--- config.mk ---
export PLATFORM = sky130hd
export DESIGN_NAME = nano_dmem_arbiter
export DESIGN_NICKNAME = d
export VERILOG_FILES = /design/src/rtl/nano_pkg.sv /design/src/rtl/nano_rr_arb2.sv /design/src/rtl/nano_dmem_arbiter.sv
export SDC_FILE = /design/constraint.sdc
export NUM_CORES = 1
export LEC_CHECK = 0
export BUFFER_PORTS_ARGS = -buffer_cell sky130_fd_sc_hd__buf_2
export CAP_MARGIN = 0
export CORE_MARGIN = 1.5
export CORE_UTILIZATION = 38
export CTS_BUF_LIST = sky130_fd_sc_hd__clkbuf_8
export CTS_CLUSTER_SIZE = 30
export DETAILED_ROUTE_END_ITERATION = 8
export HOLD_SLACK_MARGIN = 0.12
export PLACE_DENSITY_LB_ADDON = 0.12
export SLEW_MARGIN = 20
export SYNTH_ARGS = -nofsm -noshare
export SYNTH_HDL_FRONTEND = slang
export SYNTH_SLANG_ARGS = --single-unit
--- constraint.sdc ---
create_clock -name clk -period 1.9 [get_ports clk]
set_input_delay 0.475 -clock clk [delete_from_list [all_inputs] [get_ports clk]]
set_output_delay 0.475 -clock clk [all_outputs]
set_load 0.02 [all_outputs]
--- src/rtl/nano_pkg.sv ---
// Shared types and constants for the nanoRisk data-memory arbiter.
package nano_pkg;

  localparam int ADDR_W = 8;
  localparam int DATA_W = 8;

  // Requester identity, also used as the read-return selector
  typedef enum logic [1:0] {
    REQ_CORE = 2'd0,
    REQ_HOST = 2'd1,
    REQ_NONE = 2'd2
  } req_e;

  // Arbiter FSM
  typedef enum logic {
    ST_ARB   = 1'b0,
    ST_HLOCK = 1'b1
  } state_e;

endpackage

--- src/rtl/nano_rr_arb2.sv ---
// Two-way round-robin picker. Bit 0 is the core, bit 1 the host.
// A set mask bit removes that requester from arbitration this cycle.
module nano_rr_arb2 (
  input  logic       clk,
  input  logic       rst,
  input  logic [1:0] req,
  input  logic [1:0] mask,
  output logic [1:0] gnt
);
  import nano_pkg::*;

  req_e       last_q;
  req_e       last_d;
  logic [1:0] elig;

  assign elig = req & ~mask;

  // Pick a winner; on a tie the requester that did not win last time goes
  always_comb begin
    gnt    = 2'b00;
    last_d = last_q;
    case (elig)
      2'b01:   gnt = 2'b01;
      2'b10:   gnt = 2'b10;
      2'b11:   gnt = (last_q == REQ_HOST) ? 2'b01 : 2'b10;
      default: gnt = 2'b00;
    endcase
    if (gnt[0]) begin
      last_d = REQ_CORE;
    end else if (gnt[1]) begin
      last_d = REQ_HOST;
    end
  end

  // Last winner register; reset to host so the core wins the first tie
  always_ff @(posedge clk or negedge rst) begin
    if (!rst) begin
      last_q <= REQ_HOST;
    end else begin
      last_q <= last_d;
    end
  end

endmodule

--- src/rtl/nano_dmem_arbiter.sv ---
// Shares the single-port data RAM between the core LW/SW path and the
// host loader/debug port.
//
//   state    | meaning
//   ---------+---------------------------------------------------------
//   ST_ARB   | normal round-robin between core and host
//   ST_HLOCK | host locked burst; core masked while h_lock stays high
module nano_dmem_arbiter #(
  parameter int ADDR_W = nano_pkg::ADDR_W,
  parameter int DATA_W = nano_pkg::DATA_W,
  parameter int CNT_W  = 8
) (
  input  logic              clk,
  input  logic              rst,
  input  logic              core_halted,
  input  logic              c_req,
  input  logic              c_we,
  input  logic [ADDR_W-1:0] c_addr,
  input  logic [DATA_W-1:0] c_wdata,
  output logic              c_gnt,
  output logic              c_rvalid,
  output logic [DATA_W-1:0] c_rdata,
  input  logic              h_req,
  input  logic              h_we,
  input  logic              h_lock,
  input  logic [ADDR_W-1:0] h_addr,
  input  logic [DATA_W-1:0] h_wdata,
  output logic              h_gnt,
  output logic              h_rvalid,
  output logic [DATA_W-1:0] h_rdata,
  output logic              m_en,
  output logic              m_we,
  output logic [ADDR_W-1:0] m_addr,
  output logic [DATA_W-1:0] m_wdata,
  input  logic [DATA_W-1:0] m_rdata,
  output logic [CNT_W-1:0]  contention
);
  import nano_pkg::*;

  state_e           state_q;
  state_e           state_d;
  req_e             rsel_q;
  req_e             rsel_d;
  logic [CNT_W-1:0] cnt_q;
  logic [CNT_W-1:0] cnt_d;

  logic       lock_active;
  logic [1:0] req;
  logic [1:0] mask;
  logic [1:0] gnt;

  // The exit cycle of a lock (h_lock low) is arbitrated normally
  assign lock_active = (state_q == ST_HLOCK) && h_lock;
  assign req         = {h_req, c_req};
  assign mask        = {1'b0, core_halted | lock_active};

  nano_rr_arb2 u_rr (
    .clk  (clk),
    .rst  (rst),
    .req  (req),
    .mask (mask),
    .gnt  (gnt)
  );

  assign c_gnt   = gnt[0];
  assign h_gnt   = gnt[1];
  assign m_en    = c_gnt | h_gnt;
  assign m_we    = h_gnt ? h_we : (c_gnt & c_we);
  assign m_addr  = h_gnt ? h_addr : c_addr;
  assign m_wdata = h_gnt ? h_wdata : c_wdata;

  assign c_rdata    = m_rdata;
  assign h_rdata    = m_rdata;
  assign c_rvalid   = (rsel_q == REQ_CORE);
  assign h_rvalid   = (rsel_q == REQ_HOST);
  assign contention = cnt_q;

  // Lock FSM next state
  always_comb begin
    state_d = state_q;
    case (state_q)
      ST_ARB:   if (h_gnt && h_lock) state_d = ST_HLOCK;
      ST_HLOCK: if (!h_lock) state_d = ST_ARB;
      default:  state_d = ST_ARB;
    endcase
  end

  // Read-return owner for next cycle and contention counter update
  always_comb begin
    rsel_d = REQ_NONE;
    if (c_gnt && !c_we) begin
      rsel_d = REQ_CORE;
    end else if (h_gnt && !h_we) begin
      rsel_d = REQ_HOST;
    end
    cnt_d = cnt_q;
    // Core is waiting on the host: either both requesting or host holds the lock
    if (c_req && (h_req || lock_active) && (cnt_q != {CNT_W{1'b1}})) begin
      cnt_d = cnt_q + CNT_W'(1);
    end
  end

  // State, read-return and counter registers
  always_ff @(posedge clk or negedge rst) begin
    if (!rst) begin
      state_q <= ST_ARB;
      rsel_q  <= REQ_NONE;
      cnt_q   <= '0;
    end else begin
      state_q <= state_d;
      rsel_q  <= rsel_d;
      cnt_q   <= cnt_d;
    end
  end

endmodule
# [Word-level counts from Yosys, hierarchy flattened]
# Cells that the tools add are included.
[op_classes] addsub=1 eq_ne=6 muxes=12 n_bitwise=6 n_reduce_logical=11
[op_table] op="8-bit 2-to-1 mux" count=2
[op_table] op="2-bit 2-to-1 mux" count=5
[op_table] op="8-bit by 1-bit adder with 8-bit output, second input constant" count=1
[op_table] op="8-bit inequality test, second input constant" count=1
[op_table] op="2-bit by 1-bit equality test with 1-bit output, second input constant" count=3
[op_table] op="1-bit logical AND" count=6
[op_table] op="2-bit one-hot mux with 3 select lines" count=1
[op_table] op="2-bit equality test, second input constant" count=2
[op_table] op="1-bit 2-to-1 mux" count=3
[op_table] op="2-bit bitwise AND" count=1
[op_table] op="1-bit zero test" count=2
[op_table] op="2-bit zero test" count=1
[op_table] op="1-bit inverter with 2-bit output" count=1
[op_table] op="1-bit bitwise OR" count=2
[op_table] op="1-bit one-hot mux with 2 select lines" count=1
[op_table] op="2-bit nonzero test" count=1
[op_table] op="1-bit bitwise AND" count=1
[op_table] op="1-bit logical OR" count=1
[op_table] op="1-bit inverter" count=1
[totals] register_bits=13 output_inout_bits=46 elab_cells=40

# [Depth between registers and ports, before layout]
# Gate-level depths: netlist (run 1).
[logic_depth] ltp_word=9 ltp_mapped=5

# [By module]
# From an unflattened synthesis (run 1), not the netlist that was laid out.
[unflattened] hier_cells=95 hier_area_um2=967.2
[modules_own_cells] module="nano_dmem_arbiter" instances=1 cells_each=87 area_per_inst_um2=887.1 seq_area_each_um2=276.5
[modules_own_cells] module="nano_rr_arb2" instances=1 cells_each=8 area_per_inst_um2=80.1 seq_area_each_um2=26.3

# [Worst setup path before layout (run 1)]
# OpenSTA, ideal clock, no wires.
[synth_timing] path_type="input to output" from="input port h_lock" to="output port m_we" arrival_time_ns=1.370 path_slack_ns=0.055 path_stages=3 n_path_buf=0 cell_sequence="a211oi_2 o21ai_0 mux2i_1"
[synth_between] elab_chain_len=8 word_cells_on_any_way=10
[synth_rtl] item="from (decl)" line_no="nano_dmem_arbiter.sv:25" text="input logic h_lock,"
[synth_rtl] item="1-bit logical AND (*)" line_no="nano_dmem_arbiter.sv:53" text="assign lock_active = (state_q == ST_HLOCK) && h_lock;"
[synth_rtl] item="1-bit bitwise OR (*)" line_no="nano_dmem_arbiter.sv:55" text="assign mask = {1'b0, core_halted | lock_active};"
[synth_rtl] item="1-bit inverter with 2-bit output (*)" line_no="nano_rr_arb2.sv:16" text="assign elig = req & ~mask;"
[synth_rtl] item="2-bit bitwise AND (*)" line_no="nano_rr_arb2.sv:16"
[synth_rtl] item="2-bit equality test / 2-bit by 1-bit equality test with 1-bit output (equally long branches)" line_no="nano_rr_arb2.sv:22" text="case (elig)"
[synth_rtl] item="2-bit one-hot mux with 3 select lines (*)" line_no="nano_rr_arb2.sv:22"
[synth_rtl] item="1-bit bitwise AND" line_no="nano_dmem_arbiter.sv:68" text="assign m_we = h_gnt ? h_we : (c_gnt & c_we);"
[synth_rtl] item="1-bit 2-to-1 mux (*)" line_no="nano_dmem_arbiter.sv:68"
[synth_rtl] item="to (decl)" line_no="nano_dmem_arbiter.sv:32" text="output logic m_we,"
# Mark *: on every way between the ends. The rest lies on a longest branch, timed or not.

# [Worst setup path in the final report (run 1)]
[layout_timing] from="register state_q" to="output port m_wdata[1]"
[layout_between] elab_chain_len=7 word_cells_on_any_way=9
[layout_rtl] item="from (decl)" line_no="nano_dmem_arbiter.sv:40" text="state_e state_q;"
[layout_rtl] item="from (signal assigned)" line_no="nano_dmem_arbiter.sv:110" text="state_q <= state_d;"
[layout_rtl] item="1-bit logical AND (*)" line_no="nano_dmem_arbiter.sv:53"
[layout_rtl] item="1-bit bitwise OR (*)" line_no="nano_dmem_arbiter.sv:55"
[layout_rtl] item="1-bit inverter with 2-bit output (*)" line_no="nano_rr_arb2.sv:16"
[layout_rtl] item="2-bit bitwise AND (*)" line_no="nano_rr_arb2.sv:16"
[layout_rtl] item="2-bit equality test / 2-bit by 1-bit equality test with 1-bit output (equally long branches)" line_no="nano_rr_arb2.sv:22"
[layout_rtl] item="2-bit one-hot mux with 3 select lines (*)" line_no="nano_rr_arb2.sv:22"
[layout_rtl] item="8-bit 2-to-1 mux (*)" line_no="nano_dmem_arbiter.sv:70" text="assign m_wdata = h_gnt ? h_wdata : c_wdata;"
[layout_rtl] item="to (decl)" line_no="nano_dmem_arbiter.sv:34" text="output logic [DATA_W-1:0] m_wdata,"
# Marks and branches as above.

==> results of run 1 <==
## routing by layer
layer	up-vias	share of wire (%)	track usage [%]
met1	402	37	15.5
li1	432	-	-
met5	-	0	0
met3	2	12	5.00
met2	50	50	27.3
met4	0	0.35	5.83
## final cells by class
class | count | area (um2)
clock buffers | 4 | 55.1
well taps | 30 | 37.5
fillers | 224 | 1030
multi-input cells | 58 | 538
inverters | 6 | 22.5
flip-flops and latches | 12 | 303
repair buffers | 78 | 493
## cell usage in the layout (no fill, tap or decap), drive strengths merged, types with 2 or more instances in the layout
cell,n
a21oi,3
and2,2
buf,77
clkbuf,4
dfrtp,10
dfstp,2
inv,6
mux2,20
mux2i,2
nand2,8
nand3,6
nor2,2
o21a,3
xnor2,2
## cells in the mapped netlist (all sizes together)
master   number
mux2         20
buf          18
dfrtp        10
nand2         8
inv           6
nand3         6
a21oi         3
o21a          3
and2          2
dfstp         2
mux2i         2
nor2          2
xnor2         2
a211oi        1
a2bb2oi       1
and3          1
and4          1
ha            1
nand4         1
nor2b         1
nor3          1
o21ai         1
or2           1
## per-stage QoR
| stage | TNS (ns) | hold WS [ns] | total power, W |
|---|---|---|---|
| 2_1_floorplan | 0 | 0.179 | 0.000779 |
| 3_3_place_gp | -3.06 | 0.366 | 0.000910 |
| 3_5_place_dp | -3.39 | 0.367 | 0.000925 |
| 4_1_cts | -3.49 | 0.458 | 0.00121 |
| 5_1_grt | -4.15 | 0.475 | 0.00131 |
| 6_report | -3.24 | 0.461 | 0.00123 |
## flip-flops by register name, summed over array words and instances, names as in the netlist
name,cells
rsel_q,2
contention,8
u_rr.last_q,1
state_q,1
## final timing paths
path / endpoint / cells past startpoint / from
min: rsel_q[1] / 3 / h_we
min reg2reg: contention[0] / 1 / contention[0]
max in group asynchronous: rsel_q[1] / 2 / rst
min in group asynchronous: contention[7] / 2 / rst
max: m_wdata[1] / 5 / state_q
max reg2reg: contention[1] / 5 / contention[0]
## power by group
group	switching [W]	leakage (nW)	internal, W
combinational	0.000273	0.621	0.000268
sequential	0.0000847	0.142	0.000329
clock	0.0000895	0.0288	0.000183
total	0.000447	0.791	0.000779
## cell families after synthesis
logic type / count (synthesis) / synth area share [%]
and+or+nand+nor: 24 / 12.5
xor gates and xnor gates: 2 / 1.76
DFF: 12 / 30.4
muxes: 22 / 30.7
buffers and inverters: 24 / 16.6
AOI/OAI and AO/OA: 9 / 6.79
adders and majority gates: 1 / 1.26
## worst max-delay path, delay by kind of cell (launching register included)
kind                   cells  cell delay (ns)
flip-flops                 1             0.40
multiplexers               1             0.29
buffers and inverters      2             0.34
AO/OA/AOI/OAI              2             0.39
## timing repair
action	CTS	global route
setup endpoints to repair	18	18
setup buffers	1	0
hold endpoints to repair	10	0
hold buffers	1	0
resized for setup	0	25
==> flow_summary.json, run 1 <==
{
  "cts-root-buf": "clkbuf_8",
  "ys_warn_count": 0,
  "die_w_um": 54.2,
  "max_stage_delay_ns": 0.40,
  "finalSetupViolations": 16,
  "peakVddDrop_mv": 0.710,
  "finalNonFillerCells": 188,
  "vias": 886,
  "cp_slowest_cell": "dfrtp_1",
  "drv_slew": 0,
  "crit_path_end_kind": "output pin",
  "syn-mean-instance-area_um2": 10.6,
  "drive_gt1_share_pct": 69.0,
  "grtUsageTotal_pct": 15.0,
  "leakagePower_nw": 0.791,
  "worst_ep_required_time_ns": 1.42,
  "fin_crit_ns": 2.12,
  "routed_wl_um": 2290,
  "yosys.area.top_type": "dfrtp_1",
  "cts_buffer_depth": 2,
  "skew_ns": 0.000519,
  "grt_pass1_vias": 795,
  "path_cells": "a211oi_4 -> a21oi_2 -> buf_4 -> mux2_4 -> buf_2",
  "ys_seq_area_share_pct": 30.4,
  "synth.area.top_cells": "dfrtp_1 (25%), mux2_4 (24%), buf_4 (12%), dfstp_2 (5.3%), mux2_2 (4.5%)",
  "hold_path.class": "input port to flop",
  "rsz0062_at_grt": "true",
  "slew_headroom_pct": 81.3,
  "fp-row-count": 18,
  "fin_nets": 208,
  "cts_tree": "built",
  "die_h_um": 54.2,
  "grt-ovfl-total": 0,
  "cts_made_buffers": 3,
  "ys_seq_elements": 12,
  "first_iter_violations": 3,
  "die_area_um2": 2930,
  "core_um2": 2480,
  "dpl.hpwl_um": 1820,
  "fin_crit_sh_pct": 111,
  "worst-setup-path-type": "flop to output pin",
  "cp-start-kind": "flop",
  "dp.cells": 182,
  "hold_violations": 0,
  "drtPass1Iterations": 4,
  "htreeDepth": 1,
  "timing.final.ws_setup_ns": -0.216,
  "path_clk_slew_ns": 0.05,
  "routedWlPerCell_um": 12.2,
  "r2r_setup_slack_ns": 0.41,
  "violations": "setup timing",
  "netlist_area_um2": 995,
  "power.density_nw_per_um2": 846,
  "drc": 0,
  "ys_types": 26,
  "syn_nets": 143,
  "final_core_utilization_pct": 58.5,
  "grt_first_pass_wirelength_um": 3190,
  "diodes": 0,
  "clk_latency_ns": 0.24,
  "ios": 94,
  "synth_top_area_share_pct": 25.2,
  "cts.sinks": 12,
  "syn_inst": 94,
  "gp_routability_congestion": 0.798,
  "status": "finished, violations left",
  "final_area_um2": 1450,
  "fmax_mhz": 472,
  "worst_slew_pin_slew_ns": 0.280,
  "maxCapViolations": 0,
  "initial_core_util_pct": 40.2,
  "grt_start_max_net_pins": 13,
  "areaGrowthSynthToFinish_pct": 45.7,
  "vias_per_cell": 4.71,
  "antenna_found_initial": 0,
  "cp_max_fo": 6,
  "critical_path_arrival_ns": 1.64,
  "postPlaceCellArea_um2": 1300,
  "portBuffers": 69,
  "place_ws_ns": -0.205,
  "postRouteAntennaNets": 0
}
Note: power is estimated with default switching activity, not from simulation.
==> run 2, diff against run 1 <==
==> constraint.sdc (replaced) <==
create_clock -name clk -period 1.9 [get_ports clk]
set_input_delay 0.285 -clock clk [delete_from_list [all_inputs] [get_ports clk]]
set_output_delay 0.285 -clock clk [all_outputs]
set_load 0.02 [all_outputs]
==> flow_summary.json, run 2 (synthesis gave the netlist of run 1 again) <==
{
  "postPlaceCellArea_um2": 1250,
  "grt_pass1_vias": 922,
  "path_cells": "a211oi_2 -> a21oi_2 -> buf_6 -> mux2_4 -> buf_6",
  "first_iter_violations": 7,
  "worst_slew_pin_slew_ns": 0.303,
  "die_area_um2": 2930,
  "hold_violations": 0,
  "dpl.hpwl_um": 1770,
  "fmax_mhz": 527,
  "status": "completed",
  "vias": 902,
  "drv_slew": 0,
  "clk_latency_ns": 0.24,
  "rsz0062_at_grt": "true",
  "seqPwrFrac_pct": 34.2,
  "portBuffers": 69,
  "core_um2": 2480,
  "cts.sinks": 12,
  "cp-start-kind": "flop",
  "cts-root-buf": "clkbuf_8",
  "fin_crit_sh_pct": 99.9,
  "worst-setup-path-type": "flop to output pin",
  "leakagePower_nw": 0.794,
  "num-fill-cells": 228,
  "routed_wl_um": 2370,
  "total_power_w": 0.00119,
  "cp_slowest_cell": "dfrtp_1",
  "ff_latch_area_um2": 303,
  "critical_path_arrival_ns": 1.61,
  "worst_ep_required_time_ns": 1.62,
  "grtUsageTotal_pct": 17.2,
  "diodes": 0,
  "cts_tree": "built",
  "cts_made_buffers": 3,
  "drc": 0,
  "routedWlPerCell_um": 12.7,
  "peakVddDrop_mv": 0.717,
  "grt_first_pass_wirelength_um": 3590,
  "final_common_cell": "buf_2",
  "fin_crit_ns": 1.90,
  "path_clk_slew_ns": 0.05,
  "fin_nets": 206,
  "power_frac_clock_pct": 19.6,
  "power_switching_w": 0.000441,
  "cp_max_fo": 7,
  "antenna_found_initial": 0,
  "fp-row-count": 18,
  "final_cell_mix": "buf_2 (52), buf_6 (19), mux2_4 (16)",
  "multi_input_area_um2": 527,
  "skew_ns": 0.00701,
  "hold_path.class": "input port to flop",
  "max_stage_delay_ns": 0.39,
  "p_int_w": 0.000747,
  "finalSetupViolations": 0,
  "crit_top_cell": "buf_6",
  "grt_start_max_net_pins": 13,
  "crit_path_end_kind": "output pin",
  "final_area_um2": 1450,
  "ios": 94,
  "slew_headroom_pct": 79.7,
  "die_w_um": 54.2,
  "sw_frac_of_total_pct": 37.1,
  "drtPass1Iterations": 4,
  "grt-ovfl-total": 0,
  "largest_reg_flops": 8,
  "die_h_um": 54.2,
  "htreeDepth": 1,
  "gp_routability_congestion": 0.801,
  "power_frac_comb_pct": 46.2,
  "drive_gt1_share_pct": 66.7,
  "power.density_nw_per_um2": 820,
  "maxCapViolations": 0,
  "initial_core_util_pct": 40.2,
  "vias_per_cell": 4.85,
  "postRouteAntennaNets": 0,
  "cts_buffer_depth": 2,
  "areaGrowthSynthToFinish_pct": 45.7
}
[run 2: cell types whose count changed in the layout (fill, tap and decap cells not counted)]
cell      change
a211oi_2      +1
clkbuf_8      -1
buf_2         -6
a211oi_4      -1
o21ai_2       -1
buf_4         -4
inv_1         +2
o21ai_1       +1
buf_6         +9
buf_12        -1
inv_2         -1
[run 2: critical path: cells and delay by family (launching register included)]
family,cells,cell delay (ns)
flip-flops,1,0.39
AO/OA/AOI/OAI,2,0.37
buffers and inverters,2,0.30
multiplexers,1,0.30
[run 2: repair_timing]
action	4_1_cts	5_1_grt
gates cloned	1	0
buffers inserted	3	0
pin swaps	2	1
hold endpoints to repair	10	0
hold buffers	1	0
endpoints found under the setup margin	16	17
gates resized for setup	37	1
[run 2: worst paths after layout]
check / from / to / slack, ns / cells past startpoint
max: state_q / m_addr[3] / 0.002 / 5
min: h_we / rsel_q[1] / 0.28 / 3
max reg2reg: contention[0] / contention[1] / 0.41 / 5
min reg2reg: contention[0] / contention[0] / 0.52 / 1
max in group asynchronous: rst / rsel_q[1] / 1.17 / 2
min in group asynchronous: rst / contention[7] / 0.45 / 2
[run 2: cell type report]
class,count,area share [%]
inverters,6,1.55
flip-flops and latches,12,20.9
clock inverters,1,0.259
well taps,30,2.59
multi-input cells,58,36.4
repair buffers,76,35.5
clock buffers,3,2.85
[run 2: power by group through the flow]
stage	Sequential, W	Combinational, W	Clock, W
6_report	0.000406	0.000549	0.000233
5_1_grt	0.000421	0.000595	0.000256
4_1_cts	0.000408	0.000554	0.000243
3_5_place_dp	0.000411	0.000496	0
3_3_place_gp	0.000408	0.000487	0
2_1_floorplan	0.000475	0.000304	0
[run 2: metal layers]
metal | global-route usage, % | share of wire, % | up-vias
li1 | - | - | 427
met1 | 15.3 | 35 | 419
met5 | 0 | 0 | -
met2 | 34.3 | 52 | 51
met3 | 5.00 | 12 | 5
met4 | 7.92 | 1.6 | 0
[run 2: per-stage QoR]
stage | hold slack, ns | utilization, % | setup TNS [ns] | worst slack [ns] | instances
CTS | 0.274 | 58.4 | -0.283 | -0.0286 | 186
detailed placement | 0.180 | 50.5 | 0 | 0.135 | 177
floorplan | -0.0106 | - | 0 | 0.360 | 94
global route | 0.291 | 58.5 | -0.719 | -0.0558 | 186
finish | 0.277 | 58.5 | 0 | 0.00191 | 186
global placement | 0.176 | 50.5 | 0 | 0.174 | 177
